File: config.mk
export PLATFORM = sky130hd
export DESIGN_NAME = layer_sequencer
export DESIGN_NICKNAME = d
export VERILOG_FILES = /design/src/rtl/layer_sequencer.sv
export SDC_FILE = /design/constraint.sdc
export NUM_CORES = 1
export LEC_CHECK = 0
export CAP_MARGIN = 20
export CORE_ASPECT_RATIO = 0.8
export CORE_MARGIN = 2
export CORE_UTILIZATION = 39
export CTS_CLUSTER_DIAMETER = 120
export DETAILED_ROUTE_END_ITERATION = 10
export PLACE_DENSITY = 0.86
export SYNTH_ARGS = -nofsm -noshare
export SYNTH_HDL_FRONTEND = slang
export SYNTH_SLANG_ARGS = --single-unit
File: constraint.sdc
create_clock -name clk -period 5.9 [get_ports clk]
set_clock_uncertainty 0.1 [all_clocks]
set_input_delay 1.475 -clock clk [delete_from_list [all_inputs] [get_ports clk]]
set_output_delay 1.475 -clock clk [all_outputs]
set_load 0.005 [all_outputs]
File: src/rtl/layer_sequencer.sv
// Per-frame layer scanner: fetches each layer's register set, skips disabled
// or empty layers, and offers the rest downstream over a valid/ready handshake.
module layer_sequencer #(
    parameter int NUM_LAYERS = 32,
    parameter int LAYER_BITS = 5
) (
    input  logic                  clk,
    input  logic                  rst,
    input  logic                  frame_start,
    input  logic [127:0]          layer_regs,
    output logic [LAYER_BITS-1:0] pipe_layer,
    output logic                  job_valid,
    input  logic                  job_ready,
    output logic [LAYER_BITS-1:0] job_layer,
    output logic [15:0]           job_x,
    output logic [15:0]           job_y,
    output logic [15:0]           job_w,
    output logic [15:0]           job_h,
    output logic [31:0]           job_addr,
    output logic [3:0]            job_format,
    output logic                  busy,
    output logic                  frame_done,
    output logic                  frame_overrun
);

    typedef enum logic [2:0] {
        IDLE,
        FETCH,
        CHECK,
        OFFER,
        NEXT,
        DONE
    } state_t;

    localparam logic [LAYER_BITS-1:0] LAST = LAYER_BITS'(NUM_LAYERS - 1);

    state_t                state;
    logic [LAYER_BITS-1:0] index;
    logic                  hold_en;
    logic                  job_ok;

    // Bits of the register set the sequencer never looks at.
    logic unused_regs;
    assign unused_regs = ^{layer_regs[15:1], layer_regs[127:116]};

    // job_* outputs are the holding registers themselves, so they stay
    // frozen from the FETCH capture until the next layer is fetched.
    assign job_ok = hold_en && (job_w != 16'd0) && (job_h != 16'd0);

    always_ff @(posedge clk or posedge rst) begin
        if (rst) begin
            state         <= IDLE;
            index         <= '0;
            pipe_layer    <= '0;
            hold_en       <= 1'b0;
            job_valid     <= 1'b0;
            job_layer     <= '0;
            job_x         <= '0;
            job_y         <= '0;
            job_w         <= '0;
            job_h         <= '0;
            job_addr      <= '0;
            job_format    <= '0;
            busy          <= 1'b0;
            frame_done    <= 1'b0;
            frame_overrun <= 1'b0;
        end else begin
            frame_overrun <= frame_start && (state != IDLE);
            frame_done    <= 1'b0;
            unique case (state)
                IDLE: begin
                    if (frame_start) begin
                        index      <= '0;
                        pipe_layer <= '0;
                        busy       <= 1'b1;
                        state      <= FETCH;
                    end
                end
                FETCH: begin
                    hold_en    <= layer_regs[0];
                    job_layer  <= index;
                    job_x      <= layer_regs[31:16];
                    job_y      <= layer_regs[47:32];
                    job_w      <= layer_regs[63:48];
                    job_h      <= layer_regs[79:64];
                    job_addr   <= {layer_regs[111:96], layer_regs[95:80]};
                    job_format <= layer_regs[115:112];
                    state      <= CHECK;
                end
                CHECK: begin
                    if (job_ok) begin
                        job_valid <= 1'b1;
                        state     <= OFFER;
                    end else begin
                        state <= NEXT;
                    end
                end
                OFFER: begin
                    if (job_ready) begin
                        job_valid <= 1'b0;
                        state     <= NEXT;
                    end
                end
                NEXT: begin
                    if (index == LAST) begin
                        frame_done <= 1'b1;
                        state      <= DONE;
                    end else begin
                        index      <= index + 1'b1;
                        pipe_layer <= index + 1'b1;
                        state      <= FETCH;
                    end
                end
                DONE: begin
                    busy  <= 1'b0;
                    state <= IDLE;
                end
                default: state <= IDLE;
            endcase
        end
    end

endmodule

# Word-level counts from Yosys, hierarchy flattened
# Cells that the tools add are included.
dict set report word_totals {
  register_bits 118
  output_inout_bits 114
  word_cells 54
}
dict set report classes {
  add_sub_neg 1
  eq_ne 10
  muxes 15
  reduce_logical 14
}
# op n
set op_table {}
lappend op_table {{16-bit nonzero test} 2}
lappend op_table {{3-bit case mux with 5 select lines} 1}
lappend op_table {{3-bit two-way mux} 4}
lappend op_table {{5-bit two-way mux} 2}
lappend op_table {{5-bit case mux with 2 select lines} 1}
lappend op_table {{2-bit != test (second input constant)} 4}
lappend op_table {{3-bit by 2-bit == test with 1-bit output (second input constant)} 2}
lappend op_table {{3-bit == test (second input constant)} 2}
lappend op_table {{3-bit AND reduction} 2}
lappend op_table {{2-bit nonzero test} 3}
lappend op_table {{5-bit by 1-bit adder with 5-bit output (second input constant)} 1}
lappend op_table {{5-bit == test (second input constant)} 1}
lappend op_table {{1-bit two-way mux} 5}
lappend op_table {{1-bit case mux with 2 select lines} 2}
lappend op_table {{2-bit AND reduction} 2}
lappend op_table {{3-bit by 1-bit == test with 1-bit output (second input constant)} 1}
lappend op_table {{1-bit logical AND} 3}
lappend op_table {{3-bit zero test} 1}
lappend op_table {{3-bit nonzero test} 1}

# Logic depth before layout (Yosys ltp)
dict set report logic_depth {
  word_depth 5
  mapped_depth 7
  depth_no_buf 7
}

# Least setup slack after synthesis
# OpenSTA, ideal clock, no wires.
dict set report synth_timing {
  path_type {input-to-reg}
  from {input port frame_start}
  to {register state[0]}
  setup_ps 169
  arrival_time_ps 2031
  required_time_ps 5631
  setup_slack_ps 3600
  cell_stages 2
  n_path_buf 0
  cell_sequence {o21ai_0 o311ai_0}
}
dict set report synth_between {
  elab_chain_len 2
}
# item line_no
set synth_lines {}
lappend synth_lines {{from (decl)} 9} ;# input logic frame_start,
lappend synth_lines {{2-bit != test (no line)} n/a}
lappend synth_lines {{2-bit AND reduction (no line)} n/a}
lappend synth_lines {{to (signal assigned)} 52} ;# state <= IDLE;
lappend synth_lines {{to (signal assigned)} 76} ;# state <= FETCH;
lappend synth_lines {{to (signal assigned)} 88} ;# state <= CHECK;
lappend synth_lines {{to (decl)} 37} ;# state_t state;
# No other way between the ends.
# A chain may end at the register's enable or synchronous reset.

==> key figures <==
Route
  • Iteration-0 DRC count of the detailed router: 74
  • DRT Pass-1 Iters: 4
  • Total number of vias: 3294
  • Routed len/inst: 16.9 microns
  • Antenna violation net count after detailed routing: 0
  • Detailed Route WL: 11500 microns
  • Vias per cell: 4.82
  • Drc violations: 0

CTS
  • Reg clk slew, reported paths: 50 ps
  • Postcts setup bufs: 0
  • CTS sink cnt: 118
  • Clock insertion delay at the later pin of the skew report: 400 ps
  • CTS Buffer Depth: 2
  • CTS tree: yes
  • CTS root buf: clkbuf_16
  • H-tree depth: 4
  • # resized after CTS: 0
  • Num CTS Buffers: 17
  • Hold Buf Count CTS: 0

Setup path
  • Setup CP Type: reg -> out
  • Critical-path maximum fanout: 6
  • CP startpoint: index[0]$_DFFE_PP0P_
  • Slowest stage delay, CP: 560 ps
  • CP max stage cell: clkdlybuf4s50_1
  • Delay-heaviest family, CP: buffers and inverters
  • CP startpoint kind: register
  • Required time worst endpoint: 4320 ps
  • Sequence of cells on the critical path: clkdlybuf4s50_1
  • Crit end category: primary output
  • CP bufs+invs: 1
  • Reg-to-Reg Start: state[0]$_DFFE_PP0P_
  • Critical path arrival: 1410 ps

Floorplan
  • Row Count: 35
  • Io pins: 246
  • Die area: 12600 sq um
  • Die H: 101 microns
  • Initial Utilization: 0.399
  • Die Span X: 125 microns
  • Core area: 11500 sq um

Finish
  • Fillers: 812
  • Share of layout cells above drive strength 1: 0.194
  • Syn-to-layout area delta: 63.8%
  • Final #Nets: 657
  • Commonest cells after routing, fill and taps aside: clkdlybuf4s50_1 (218), dfrtp_1 (118), mux2_2 (66), mux2_1 (40), clkbuf_16 (17)
  • Most common cell after layout, fill and taps aside: clkdlybuf4s50_1
  • Antenna cells: 0

Synthesis
  • Post-synthesis cell area: 4570 sq um
  • Combinational family with the most area after synthesis: multiplexers
  • Sequential area share after synthesis: 0.646
  • Adder-cell share of the synthesized area: 0.00547
  • Compound-Gate Fraction of Synth Area: 0.0252
  • Cell variety after synth: 31
  • Yosys reg bits: 118
  • Avg Cell Area, Syn: 15.5 sq um
  • Ys Warns: 0
  • Synth Area in XOR/XNOR: 0
  • Gate count after technology mapping: 295
  • Mux cell area share after synthesis: 0.263
  • Area fraction in and, or, nand and nor cells after synthesis: 0.0410
  • Post-Syn Nets: 429

Hold path
  • Hold Crit Start: job_addr[15]$_DFFE_PP0N_
  • Min-Delay Path Class: reg -> reg

Global routing
  • First-pass GRT wire length: 18800 microns
  • Vias in the first global route: 3566
  • Total gr overflow: 0
  • Largest net degree at the start of global routing: 79
  • Antenna violations before repair: 0
  • Total global-route track usage: 0.191

Timing
  • Fin Setup TNS: 0 ps
  • Fin. max-slew vios: 0
  • Worst rel slew slack: 0.374
  • Final setup margin: 2910 ps
  • RSZ-0062 raised after global routing: false
  • Setup violators final: 0
  • FMAX: 335 MHz
  • Final period util: 0.506
  • Fin crit period: 2990 ps
  • Worst-Margin Slew: 939 ps
  • Final Hold Violating Endpoints: 0

Pwr
  • Pwr Total: 4.18 mW
  • PD cells: 557 nW/um^2
  • Peak VDD IR: 0.369 mV
  • Leak Pwr: 3.10 nW

Run
  • Max capacitance violation total: 0

Placed design
  • Dpl hpwl: 8570 microns
  • # port buffers: 218
  • Gpl congestion: 0.775
  • Pre-CTS setup slack: 2520 ps

Status
  • Outcome: complete, no violations
==> final timing paths <==
kind	endpoint	slack, ps	depth (start not counted)
setup / recovery	pipe_layer[0]	2910	1
hold / removal	job_addr[15]$_DFFE_PP0N_	380	1
setup reg to reg	job_w[0]$_DFFE_PP0N_	3770	4
hold reg to reg	job_addr[15]$_DFFE_PP0N_	380	1
max in group asynchronous	index[1]$_DFFE_PP0P_	3060	3
min in group asynchronous	job_w[11]$_DFFE_PP0N_	1560	2
==> sequential cells by signal, indices dropped and copies added, names as in the netlist, 4 cells and up <==
| register | cells |
|---|---|
| job_addr | 32 |
| job_h | 16 |
| job_w | 16 |
| job_x | 16 |
| job_y | 16 |
| index | 5 |
| job_layer | 5 |
| job_format | 4 |
==> stage by stage <==
| step | hold WS [ps] | cells | area [sq um] | utilization |
|---|---|---|---|---|
| 5_1_grt | 402 | 684 | 7490 | 0.653 |
| 3_5_place_dp | 374 | 652 | 6920 | 0.603 |
| 3_3_place_gp | 366 | 651 | 6890 | 0.601 |
| 2_1_floorplan | 383 | 295 | 4570 | - |
| 6_report | 380 | 684 | 7490 | 0.653 |
| 4_1_cts | 386 | 684 | 7490 | 0.653 |
==> cell usage after synthesis (all sizes together) <==
library cell,count,share of area
a22o,1,0.0019
mux2i,1,0.0022
nand2,8,0.0066
clkbuf,2,0.0016
mux2,106,0.26
a21oi,4,0.0044
nor4,9,0.012
and2,1,0.0014
and3,2,0.0027
nor3,2,0.0046
o31ai,2,0.0033
o21ai,8,0.0088
ha,2,0.0055
a21o,1,0.0016
dfrtp,118,0.65
nand3,1,0.0011
inv,4,0.0033
nand3b,1,0.0016
nand4,3,0.0041
o311ai,1,0.0019
nor3b,1,0.0016
nand2b,1,0.0014
a21boi,1,0.0016
nand4b,1,0.0019
nor2,2,0.0016
buf,11,0.015
a22oi,1,0.0016
==> where the power goes <==
group	total [mW]	switching, mW	internal (mW)
logic	1.70	0.553	1.15
registers	1.49	0.272	1.22
clock network	0.986	0.358	0.629
==> metal layers <==
layer	routed length (microns)	vias up	track usage	share of wire
li1	-	1535	-	-
met1	4450	1596	0.216	0.39
met2	5730	151	0.316	0.50
met3	1210	12	0.101	0.10
met4	155	0	0.0607	0.013
met5	0	-	0	0
==> area by class of cell <==
cell class	instances	area, sq um	share of cell area
Sequential cell	118	2950	0.394
Timing Repair Buffer	222	2230	0.298
Multi-Input combinational cell	160	1530	0.204
Clock buffer	19	443	0.0591
Tap cell	148	185	0.0247
Clock inverter	13	133	0.0177
Inverter	4	17.5	0.00234
==> logic make-up (layout without fill, tap and decap cells) <==
kind of cell / after synthesis / after routing
adders and majority gates: 2 / 2
buffers and inverters: 17 / 258
AOI/OAI and AO/OA: 19 / 19
muxes: 107 / 107
and+or+nand+nor: 32 / 32
DFF: 118 / 118
(Power assumes the default switching activity.)
